<file path="src/rtl/mux16.sv">
// Runtime-indexed single-bit selector with a combinational output and an
// enable-captured registered copy that remembers whether it was ever loaded.
module mux16 #(
    parameter int N_IN  = 16,
    parameter int SEL_W = 4
) (
    input  logic             clk,
    input  logic             rst,
    input  logic [N_IN-1:0]  in,
    input  logic [SEL_W-1:0] sel,
    input  logic             en,
    output logic             out,
    output logic             out_q,
    output logic             out_q_valid
);

    // Compare-and-pick loop never indexes past N_IN, so an out-of-range
    // select on a non-power-of-two width falls through to the 0 default.
    always_comb begin
        out = 1'b0;
        for (int i = 0; i < N_IN; i++) begin
            if (sel == SEL_W'(i)) begin
                out = in[i];
            end
        end
    end

    always_ff @(posedge clk) begin
        if (rst) begin
            out_q       <= 1'b0;
            out_q_valid <= 1'b0;
        end else if (en) begin
            out_q       <= out;
            out_q_valid <= 1'b1;
        end
    end

endmodule

</file>
<file path="config.mk">
export PLATFORM = sky130hd
export DESIGN_NAME = mux16
export DESIGN_NICKNAME = d
export VERILOG_FILES = /design/src/rtl/mux16.sv
export SDC_FILE = /design/constraint.sdc
export NUM_CORES = 1
export LEC_CHECK = 0
export CORE_AREA = 2 2 39 41
export DETAILED_ROUTE_END_ITERATION = 10
export DIE_AREA = 0 0 41 43
export PLACE_DENSITY = 0.6
export SLEW_MARGIN = 20
export SYNTH_ARGS = -nofsm -noshare
export SYNTH_HDL_FRONTEND = slang
export SYNTH_SLANG_ARGS = --single-unit
</file>
<file path="constraint.sdc">
create_clock -name clk -period 1.45 [get_ports clk]
set_input_delay 0.2175 -clock clk [delete_from_list [all_inputs] [get_ports clk]]
set_output_delay 0.2175 -clock clk [all_outputs]
set_load 0.1 [all_outputs]
</file>
# After elaboration in Yosys (flattened, before gate mapping)
# Index checks and enable logic that the tools add are counted.
[word_totals]
ff_bits = 2
word_cells = 34
[classes]
eq_ne = 15
muxes = 16
n_reduce_logical = 1
[op_table]
columns = ["operator", "count"]
rows = [
  ["4-bit == test, second input constant", 8],
  ["4-bit by 3-bit == test with 1-bit output, second input constant", 4],
  ["1-bit 2-to-1 mux", 16],
  ["4-bit by 2-bit == test with 1-bit output, second input constant", 2],
  ["4-bit by 1-bit == test with 1-bit output, second input constant", 1],
  ["4-bit logical NOT", 1],
]

# Logic depth before layout (Yosys ltp)
[depth]
depth_word = 17
depth_mapped = 5

# Least setup slack after synthesis
# No wires, ideal clock.
[synth_path]
kind = "input to output"
from = "in sel[0]"
to = "out out"
t_arrival_ns = 2.168
required_ns = 1.233
slack_ns = -0.935
path_stages = 5
n_path_buf = 1
cell_sequence = "buf_6 -> mux2i_1 -> a32oi_1 -> nand4_2 -> o21ai_1"
[synth_via]
elab_chain_cells = 17
elab_cells_between_ends = 32
[synth_lines]
columns = ["item", "line", "rtl"]
rows = [
  ["start: declaration", "10", "input logic [SEL_W-1:0] sel,"],
  ["4-bit logical NOT", "22", "if (sel == SEL_W'(i)) begin"],
  ["1-bit 2-to-1 mux (15 in series)", "22", ""],
  ["1-bit 2-to-1 mux *", "22", ""],
  ["end: declaration", "12", "output logic out,"],
]
# Every way passes the cells marked *; elsewhere a longest branch is shown, timed or not.

# Worst setup path after layout
# Ends and elaborated chain as after synthesis.

==> results by group <==
Detailed routing
  – WL/cell: between 9 and 10 um
  – Via count: around 390
  – DR pass1 iterations: 4
  – Drt drc: 0
  – Total wire length: between 800 and 900 um
  – DRT iter0 DRCs: 4
  – ANT nets after route: 0
  – Vias/cell: ~4.5

Yosys
  – Post-Syn Area per Cell: 8.800 um2
  – Yosys warnings: 0
  – Ys async rst share: 0%
  – Post-synth net total: 53
  – Area contributors post-synth: dfxtp_1 15%, mux2i_1 15%, mux4_2 8.5%, nand3_1 5.7%, mux2_4 5.7%
  – Cell taking the most area after synthesis: dfxtp_1
  – Mapped Cells: 30
  – Synthesized flop and latch total: 2
  – Number of distinct library cells after synthesis: 22
  – Main flop type after synthesis: dfxtp_1
  – Post-synth EDFFs: 0
  – Top-area cell type share of the netlist area: between 10% and 20%
  – Synth top cells by count: 4 x mux2i_1, 3 x nand3_1, 2 x dfxtp_1, 2 x inv_1, 2 x nor2_1
  – Sequential area share after synthesis: between 10% and 20%
  – Mapped Area: around 260 um2
  – Most numerous cell in the Yosys netlist: mux2i_1

Clocking
  – CTS Hold Buffers Added: 0
  – H-tree levels: 1
  – CTS tree: done
  – Clock sinks: 2
  – Clock latency on the worst-skew pair: approximately 0.22 ns
  – Total CTS buffers: 3
  – CTS clock-pin slew for the worst setup and hold paths: roughly 0.030 ns
  – Root Buffer: clkbuf_4
  – Bufs on Longest Clock Path: 2

Min path
  – Hold Crit Class: flip-flop to flip-flop
  – Worst hold stages: 2

Setup path
  – Worst path max stage delay: between 0.15 and 0.2 ns
  – Crit Path Class: primary input to primary output
  – FF-to-FF path depth: 3
  – Worst Path Required: between 1 and 1.5 ns
  – Critical-path top delay cell: buf_12
  – Crit path depth: 8
  – Critical path endpoint category: primary output
  – CP bufs+invs: 4
  – Worst path arrival time: between 1 and 1.5 ns
  – Critical-path maximum fanout: 2
  – Type of origin of the critical path: primary input
  – CP cell instances: buf_6 > buf_6 > buf_4 > mux2i_2 > o221ai_2 > nand4_2 > o21ai_4 > buf_12
  – Worst path most repeated cell: buf_6
  – Crit path max-delay family: buffers and inverters

Timing
  – Max Transition Viols Final: 0
  – RSZ-0062 raised after global routing: true
  – Worst clock skew: 0 ns
  – Hold_ws: about 0.52 ns
  – Final hold vios: 0
  – Slew at the pin closest to its max-slew limit: around 0.19 ns
  – Final period util: 109.1%
  – Fin crit period: about 1.6 ns
  – Max Freq: between 0.6 and 0.7 GHz
  – Rel. slew slack: between 80% and 90%
  – Final setup vio count: 1
  – Post-route setup slack: -0.1321 ns

Power
  – Power per cell area: roughly 630 nW/um2
  – Worst vdd ir: ~0.20 mV
  – Leakage power total: between 0.0003 and 0.0004 uW

Global routing
  – GRT overflow: 0
  – Vias in the first global route: between 300 and 400
  – Initial antenna violation count: 0
  – GRT Resource Usage Total: between 10% and 20%
  – First-pass GRT wire length: around 1300 um
  – Largest net degree at the start of global routing: 7

Cells and area
  – Share of cells above drive strength 1: around 47%
  – Nets: 95
  – Antenna cells: 0
  – Post-layout util: approximately 52%
  – P&R area growth vs syn: 170.6%

Run
  – # Max-Cap Violations: 0

Place
  – IO buf count: 25
  – Dpl hpwl: between 600 and 700 um
  – GP Congestion: 0.7043
  – Placement Setup Slack: -0.5727 ns

Floorplanning
  – Core area: 1384 um2
  – Row cnt: 14
  – Chip Width: slightly above 40 um
  – Initial core utilization: a little under a fifth
  – Die area: approximately 1800 um2
  – I/O pin total: 26
  – Die span in y: between 40 and 50 um

Outcome
  – Status: complete, but fails checks
  – Failing checks: negative setup slack
-- cell type report --
cell class / count / area, um2
Fill cell: 130 / 669.4
Timing Repair Buffer: 38 / 375.4
Multi-Input combinational cell: 25 / 249.0
Sequential cell: 2 / 40.04
Clock buffer: 3 / 22.52
Tap cell: 16 / 20.02
Inverter: 2 / 7.507
-- flip-flops by register name (all words and copies together) (netlist names) --
name,cells
out_q_valid,1
out_q,1
-- layout by cell type, fill, tap and decap left out, types with 2 or more instances in the layout --
| master | n |
|---|---|
| o21ai_2 | 2 |
| clkbuf_4 | 3 |
| buf_12 | 3 |
| dlymetal6s2s_1 | 3 |
| mux2_4 | 2 |
| inv_1 | 2 |
| clkdlybuf4s50_1 | 2 |
| buf_4 | 10 |
| mux2i_1 | 3 |
| nand3_1 | 2 |
| dfxtp_1 | 2 |
| nor2_1 | 2 |
| dlygate4sd2_1 | 14 |
| buf_6 | 4 |
-- per-stage QoR --
stage,total power [uW],TNS [ns],instance area [um2],cells
finish,451.2,-0.1321,714.4,86
global route,474.9,-0.1937,714.4,86
CTS,449.5,-0.2042,695.7,85
detailed placement,317.5,-1.026,639.4,80
floorplan,186.4,-0.1655,284.0,30
global placement,315.7,-1.014,639.4,80
-- report_power, final --
group          internal [uW]  leakage (uW)  switching [uW]  total [uW]
clock network           91.0     0.0000138            30.3         121
logic                    140      0.000330             125         265
registers               60.2     0.0000166            4.41        64.6
-- path summary, 6_finish.rpt --
| check | slack, ns | start | endpoint |
|---|---|---|---|
| hold reg to reg | 0.52 | out_q_valid | out_q_valid |
| setup reg to reg | 0.76 | out_q | out_q |
| hold / removal | 0.52 | out_q_valid | out_q_valid |
| setup / recovery | -0.13 | sel[0] | out |
-- layer usage --
layer	part of all wire, %	track usage, %	up-vias	wire length (um)
li1	-	-	196	-
met1	37	11.15	169	315
met2	53	18.44	20	443
met3	7.9	3.141	2	67
met4	1.9	8.000	0	16
met5	0	0	-	0
-- cells by family after synthesis --
group | count (synthesis) | share of synthesized area (%)
AND/OR/NAND/NOR | 11 | 23.70
AO/OA/AOI/OAI | 7 | 20.38
multiplexers | 7 | 33.65
buffers and inverters | 3 | 7.110
flip-flops | 2 | 15.17
-- repair_timing --
action / CTS / global route
pin swaps: 8 / 3
gates resized for setup: 31 / 7
buffers inserted: 2 / 1
setup endpoints to repair: 2 / 1
-- tightest hold or removal path, cell delays in order, from the launching register on --
cell and delay [ns]:
dfxtp_1 0.32, nor2_1 0.10, nor2_1 0.04
No activity file was read; power rests on OpenSTA's default activity.
